**config.mk**
```make
export PLATFORM = sky130hd
export DESIGN_NAME = stack_pop_ctrl
export DESIGN_NICKNAME = d
export VERILOG_FILES = /design/src/rtl/stack_pkg.sv /design/src/rtl/stack_pop_ctrl.sv
export SDC_FILE = /design/constraint.sdc
export NUM_CORES = 1
export LEC_CHECK = 0
export CORE_MARGIN = 8
export CORE_UTILIZATION = 42
export DETAILED_ROUTE_END_ITERATION = 12
export GPL_TIMING_DRIVEN = 0
export PLACE_DENSITY = 0.8
export SYNTH_ARGS = -nofsm -noshare
export SYNTH_HDL_FRONTEND = slang
export SYNTH_SLANG_ARGS = --single-unit
```
**constraint.sdc**
```tcl
create_clock -name clk -period 2.1 [get_ports clk]
set_input_delay 0.21 -clock clk [delete_from_list [all_inputs] [get_ports clk]]
set_output_delay 0.21 -clock clk [all_outputs]
set_load 0.02 [all_outputs]
```
**src/rtl/stack_pkg.sv**
```systemverilog
// Shared definitions for the data-stack reader and writer sides.
package stack_pkg;
    localparam int STACK_DATA_W = 32;
    localparam int STACK_DEPTH  = 10;
    localparam int STACK_CNT_W  = 4;

    typedef enum logic [1:0] {
        IDLE    = 2'd0,
        CAPTURE = 2'd1,
        PRESENT = 2'd2,
        SETTLE  = 2'd3
    } stack_pop_state_t;
endpackage

```
**src/rtl/stack_pop_ctrl.sv**
```systemverilog
// Unwinds N entries from the LIFO data stack and streams them over valid/ready.
// Optional STACK_POP_ABORT_EN adds an abort input that cancels an active unwind.
module stack_pop_ctrl
    import stack_pkg::*;
#(
    parameter int DATA_W = STACK_DATA_W,
    parameter int DEPTH  = STACK_DEPTH,
    parameter int CNT_W  = STACK_CNT_W
) (
    input  logic              clk,
    input  logic              rst_n,
    input  logic              req_valid,
    output logic              req_ready,
    input  logic [CNT_W-1:0]  req_count,
    input  logic [CNT_W-1:0]  stk_level,
    input  logic [DATA_W-1:0] stk_top,
    output logic              stk_pop,
    output logic              out_valid,
    input  logic              out_ready,
    output logic [DATA_W-1:0] out_data,
    output logic              out_last,
`ifdef STACK_POP_ABORT_EN
    input  logic              abort,
`endif
    output logic              busy,
    output logic              err_underflow
);
    stack_pop_state_t  r_state;
    logic [CNT_W-1:0]  r_remaining;
    logic [DATA_W-1:0] r_out_data;
    logic              r_out_last;
    logic              r_err;
    logic              r_armed;
    logic              w_abort;
    logic              w_req_hs;
    logic              w_too_many;
    logic              w_pop;

`ifdef STACK_POP_ABORT_EN
    assign w_abort = abort && (r_state != IDLE);
`else
    assign w_abort = 1'b0;
`endif

    // r_armed keeps req_ready low while reset is asserted
    assign req_ready     = r_armed && (r_state == IDLE);
    assign w_req_hs      = req_valid && req_ready;
    assign w_too_many    = (req_count > stk_level) || (32'(req_count) > DEPTH);
    assign w_pop         = (r_state == CAPTURE) && (stk_level != '0) && !w_abort;
    assign stk_pop       = w_pop;
    assign out_valid     = (r_state == PRESENT);
    assign out_data      = r_out_data;
    assign out_last      = r_out_last;
    assign busy          = (r_state != IDLE);
    assign err_underflow = r_err;

    always_ff @(posedge clk or negedge rst_n) begin
        if (!rst_n) begin
            r_state     <= IDLE;
            r_remaining <= '0;
            r_out_data  <= '0;
            r_out_last  <= 1'b0;
            r_err       <= 1'b0;
            r_armed     <= 1'b0;
        end else begin
            r_armed <= 1'b1;
            if (w_abort) begin
                r_state     <= IDLE;
                r_remaining <= '0;
                r_out_last  <= 1'b0;
            end else begin
                case (r_state)
                    IDLE: begin
                        if (w_req_hs && (req_count != '0)) begin
                            if (w_too_many) begin
                                r_err <= 1'b1;
                            end else begin
                                r_remaining <= req_count;
                                r_state     <= CAPTURE;
                            end
                        end
                    end
                    CAPTURE: begin
                        // stack emptied underneath us: abandon rather than pop an empty stack
                        if (stk_level == '0) begin
                            r_err       <= 1'b1;
                            r_remaining <= '0;
                            r_state     <= IDLE;
                        end else begin
                            r_out_data  <= stk_top;
                            r_remaining <= r_remaining - 1'b1;
                            r_out_last  <= (r_remaining == CNT_W'(1));
                            r_state     <= PRESENT;
                        end
                    end
                    PRESENT: begin
                        if (out_ready) begin
                            if (r_out_last) begin
                                r_out_last <= 1'b0;
                                r_state    <= IDLE;
                            end else begin
                                r_state <= SETTLE;
                            end
                        end
                    end
                    SETTLE:  r_state <= CAPTURE;
                    default: r_state <= IDLE;
                endcase
            end
        end
    end
endmodule

```
==> results.cfg, run 1 <==
[yosys]
synthTopCellsByArea = dfrtp_1, nand2_1, ha_1
syn_area_per_cell_sq_um = 9.10
yosys_warnings = 0
async_reset_ff_share_pct = 100
syn_inst = 210
syn_nets = 263
yosysSeqAreaShare_pct = 53.7
yosys-top-cells-count = nand2_1, dfrtp_1, inv_1
synth_cell_types = 33
synth-edff-count = 0
synth-seq-cells = 41
synth.top_cell.area_share_pct = 53.7
yosysMostFrequentCell = nand2_1
synth-main-ff-cell = dfrtp_1
synth_area_leader_cell = dfrtp_1
syn_area_sq_um = 1910

[drt]
viasPerCell = 4.74
drt-wirelength-per-cell_um = 13.7
wl_um = 4820
drt_first_pass_iters = 4
drt-initial-drc-count = 143
drc_errors = 0
ant_nets = 0
via_count = 1669

[timing]
finClkSkew_ns = 0.00203
totalNegativeSetupSlack_ns = 0
setup_viol = 0
drv_slew = 0
hold_viol_final = 0
layout_min_cycle_time_ns = 1.96
clock.fmax_mhz = 511
fin_crit_sh_pct = 93.3
grt_setup_unrepaired = no
hold_ws_ns = 0.384

[setup_path]
rr_endpoint = r_remaining[3]
r2r_slack_ns = 0.36
rr_startpoint = r_state[0]
cp-start-kind = primary input
r2r_cells = 7
arrival_ns = 2.13
endpoint_kind = register
worst-setup-path-type = primary input to register
crit_fanout = 3
required_ns = 2.28

[floorplanning]
ios = 82
fp.dieH_um = 83.5
start_util_pct = 43.6
core-area_sq_um = 4380
rows = 24
dieArea_sq_um = 6970
die_w_um = 83.5

[global_route]
grt_antenna_before_repair = 0
grt_pass1_vias = 1729
grt_max_degree = 28
gr-total-overflow = 0
grt_pass1_wl_um = 8340
grt_usage_pct = 14.4

[cts]
path_clk_slew_ns = 0.08
cts_buffers = 5
clock_latency_ns = 0.28
htreeDepth = 2
cts_sinks = 41
root_buffer = clkbuf_8
clock_path_buffers = 2
cts_tree = done

[place]
dpl-instance-area_sq_um = 2800
port_buffers = 81
dp_hpwl_um = 3810
gp_congestion = 0.757

[layout]
final_util_pct = 66.9
syn_to_final_growth_pct = 53.3
antenna_cells = 0
fin_area_sq_um = 2930
drive_above_1_share_pct = 8.00
nNetsFinal = 352

[power_and_ir_drop]
internal_power_mw = 2.66
netSwitchingPower_mw = 1.78
p_leak_nw = 1.44
power_density_nw_per_um2 = 1510
seqPwrFrac_pct = 30.5
p_sw_share_pct = 40.0
finalPower_mw = 4.44
power_frac_comb_pct = 54.9
ir_drop_mv = 0.736
power_frac_clock_pct = 14.6

[worst_hold_path]
min_path_type = primary input to async pin

[run_status]
status = finished clean

[run]
cap_violations = 0
-- metal layers --
| metal | track usage [%] | vias up | wire (um) |
|---|---|---|---|
| li1 | - | 842 | - |
| met1 | 15.9 | 774 | 1950 |
| met2 | 23.8 | 48 | 2350 |
| met3 | 7.71 | 5 | 486 |
| met4 | 2.83 | 0 | 33 |
| met5 | 0 | - | 0 |
-- cells in the final DEF (no fill, tap or decap), types with 2 or more instances in the layout --
cell type	n
clkbuf_1	3
ha_1	8
clkdlybuf4s50_1	78
mux2i_1	2
nand2b_1	4
nor2_1	3
o22ai_1	4
a21oi_1	3
inv_1	12
o21ai_0	2
mux2_2	2
dfrtp_1	41
buf_2	4
nand2_1	102
clkbuf_8	6
-- flip-flops by register name (all words and copies together), names as in the netlist --
register       flops
r_remaining        4
err_underflow      1
r_state            2
r_armed            1
out_last           1
out_data          32
-- layout make-up --
| type | count | area [sq um] |
|---|---|---|
| multi-input combinational | 149 | 806 |
| clock buffer | 7 | 86.3 |
| buffer | 6 | 30.0 |
| clock inverter | 1 | 30.0 |
| sequential | 41 | 1030 |
| inverter | 13 | 51.3 |
| timing repair buffer | 83 | 837 |
| tap | 52 | 65.1 |
| fill | 373 | 1450 |
-- through the flow --
| stage | instances | worst slack (ns) |
|---|---|---|
| 2_1_floorplan | 210 | 0.399 |
| 3_3_place_gp | 343 | -0.296 |
| 3_5_place_dp | 344 | -0.267 |
| 4_1_cts | 352 | 0.0720 |
| 5_1_grt | 352 | 0.0506 |
| 6_report | 352 | 0.141 |
-- worst max path at each step --
stage | from | end | slack (ns) | depth (start not counted)
2_1_floorplan | r_state[0] | r_remaining[0] | 0.40 | 7
3_3_place_gp | rst_n | out_data[8] | -0.30 | 1
3_5_place_dp | r_state[1] | stk_pop | -0.27 | 6
4_1_cts | r_state[1] | stk_pop | 0.07 | 5
5_1_grt | r_state[1] | stk_pop | 0.05 | 5
6_report | stk_level[3] | r_state[0] | 0.14 | 8
-- kinds of logic (layout without fill, tap and decap cells) --
kind of cell	after synthesis	count (layout)	share of synthesized area (%)
buffers and inverters	20	110	4.32
AOI/OAI and AO/OA	17	17	7.79
muxes	5	5	3.01
DFF	41	41	53.7
xor gates and xnor gates	1	1	0.458
adders and majority gates	9	9	5.89
other	1	1	0.196
and+or+nand+nor	116	116	24.7
-- worst max-delay path, stage by stage --
cell,delay (ns)
clkdlybuf4s50_1,0.52
inv_1,0.06
ha_1,0.31
and4_4,0.25
o22ai_1,0.09
o21ai_2,0.18
and3_4,0.22
mux2_4,0.29
-- power by group through the flow --
stage / clock network (mW) / logic [mW] / registers [mW]
after floorplan: 0 / 1.04 / 1.74
after global placement: 0 / 2.43 / 1.35
after detailed placement: 0 / 2.47 / 1.37
after CTS: 0.672 / 2.48 / 1.36
after global routing: 0.711 / 2.71 / 1.40
final: 0.649 / 2.44 / 1.35
-- what timing repair did --
| item | 4_1_cts | 5_1_grt |
|---|---|---|
| endpoints found under the hold margin | 14 | 0 |
| setup endpoints to repair | 1 | 2 |
| hold buffers | 1 | 0 |
| buffers inserted | 0 | 0 |
| gates resized for setup | 2 | 2 |
Note: power is estimated with default switching activity, not from simulation.
==> inputs of run 2 (changes only) <==
CORE_MARGIN = 2   (was 8)
==> results.cfg, run 2 (synthesized netlist as in run 1, its figures left out) <==
[timing]
drv_slew = 0
finClkSkew_ns = 0.00373
hold_viol_final = 0
hold_ws_ns = 0.342
layout_min_cycle_time_ns = 1.99
clock.fmax_mhz = 503
grt_setup_unrepaired = no
totalNegativeSetupSlack_ns = 0
setup_viol = 0
fin_crit_sh_pct = 94.6

[cts]
cts_sinks = 41
cts_tree = done
clock_path_buffers = 2
postCtsSetupBuffers = 0
htreeDepth = 2
root_buffer = clkbuf_8
cts_buffers = 5
path_clk_slew_ns = 0.08
clock_latency_ns = 0.28

[setup_path]
slowest_delay_ns = 0.60
required_ns = 1.89
cp-startpoint = r_state[0]
cp_top_family = buffers and inverters
endpoint_kind = primary output
crit_fanout = 5
arrival_ns = 1.78
cp-start-kind = register
crit_chain = inv_1, ha_1, and2_1, clkdlybuf4s50_1
rr_startpoint = r_state[0]
crit_slowest_cell = clkdlybuf4s50_1
worst-setup-path-type = register to primary output
worst-path-buf-inv = 2

[layout]
drive_above_1_share_pct = 7.67
layout_common_cells = nand2_1, clkdlybuf4s50_1, dfrtp_1
seqCellArea_sq_um = 1030
multi_input_area_sq_um = 806
nNetsFinal = 352
syn_to_final_growth_pct = 51.5
antenna_cells = 0
fillers = 377
final_common_cell = nand2_1
largest_register_ffs = 32

[drt]
ant_nets = 0
drt-wirelength-per-cell_um = 11.8
wl_um = 4160
viasPerCell = 4.56
drc_errors = 0
via_count = 1604
drt-initial-drc-count = 49
drt_first_pass_iters = 4

[global_route]
grt_antenna_before_repair = 0
grt_pass1_vias = 1585
gr-total-overflow = 0
grt_usage_pct = 17.1
grt_pass1_wl_um = 6980
grt_max_degree = 31

[run_status]
status = finished clean

[worst_hold_path]
min_path_type = primary input to async pin

[floorplanning]
die_w_um = 71.5
rows = 24
ios = 82
fp.dieH_um = 71.5
start_util_pct = 43.6
dieArea_sq_um = 5110
core-area_sq_um = 4380

[run]
cap_violations = 0

[place]
port_buffers = 81
gp_congestion = 0.824
dp_hpwl_um = 3170

[power_and_ir_drop]
power_density_nw_per_um2 = 1470
p_leak_nw = 1.40
finalPower_mw = 4.27
ir_drop_mv = 0.745
==> run 2: changes by cell type in the layout (fill, tap and decap cells not counted) <==
cell,previous run,this run
bufinv_16,1,0
clkbuf_8,6,5
clkinvlp_4,0,1
dlymetal6s2s_1,1,0
clkdlybuf4s50_1,78,79
clkbuf_1,3,4
==> run 2: area by class of cell <==
| type | instances | area share [%] |
|---|---|---|
| repair buffers | 83 | 28.8 |
| plain buffers | 6 | 1.04 |
| inverters | 13 | 1.77 |
| clock inverters | 1 | 0.259 |
| multi-input cells | 149 | 27.8 |
| flip-flops and latches | 41 | 35.4 |
| well taps | 52 | 2.25 |
| clock buffers | 7 | 2.63 |
==> run 2: path summary, 6_finish.rpt <==
path / slack (ns) / depth (start not counted) / end
hold / removal: 0.34 / 2 / out_data[31]
max in group asynchronous: 1.31 / 3 / out_data[25]
min in group clk: 0.44 / 3 / out_data[15]
setup reg to reg: 0.36 / 7 / r_remaining[3]
setup / recovery: 0.11 / 4 / req_ready
hold reg to reg: 0.47 / 1 / err_underflow
==> run 2: per-layer routing <==
layer / vias to the layer above / part of all wire (%) / GRT usage (%)
li1: 834 / - / -
met1: 716 / 47 / 23.1
met2: 49 / 45 / 27.2
met3: 5 / 6.9 / 4.64
met4: 0 / 0.91 / 5.03
met5: - / 0 / 0
==> run 2: stage by stage <==
step           utilization, %  std cells  cell area (sq um)  setup slack (ns)
6_report                 66.1        352               2900             0.113
3_5_place_dp             63.9        344               2800            -0.267
2_1_floorplan               -        210               1910             0.399
4_1_cts                  66.1        352               2900            0.0992
3_3_place_gp             63.6        343               2790            -0.289
5_1_grt                  66.1        352               2900            0.0260
==> run 2: worst register-to-register path: stages, from the launching register on <==
cell and delay [ns]:
dfrtp_1 0.40, inv_1 0.09, ha_1 0.24, and2_1 0.17
nand2_1 0.05, o22ai_1 0.24, nand2_2 0.15, mux2_2 0.29
==> run 2: power by group <==
part,internal [mW],leakage (nW),switching (mW)
registers,1.16,0.500,0.195
logic,1.11,0.864,1.30
clock network,0.235,0.0385,0.262
total,2.51,1.40,1.76
==> run 2: repair_timing <==
item,in CTS,in global routing
gates resized for setup,3,0
endpoints found under the setup margin,1,0
hold endpoints to repair,11,0
hold buffers,1,0
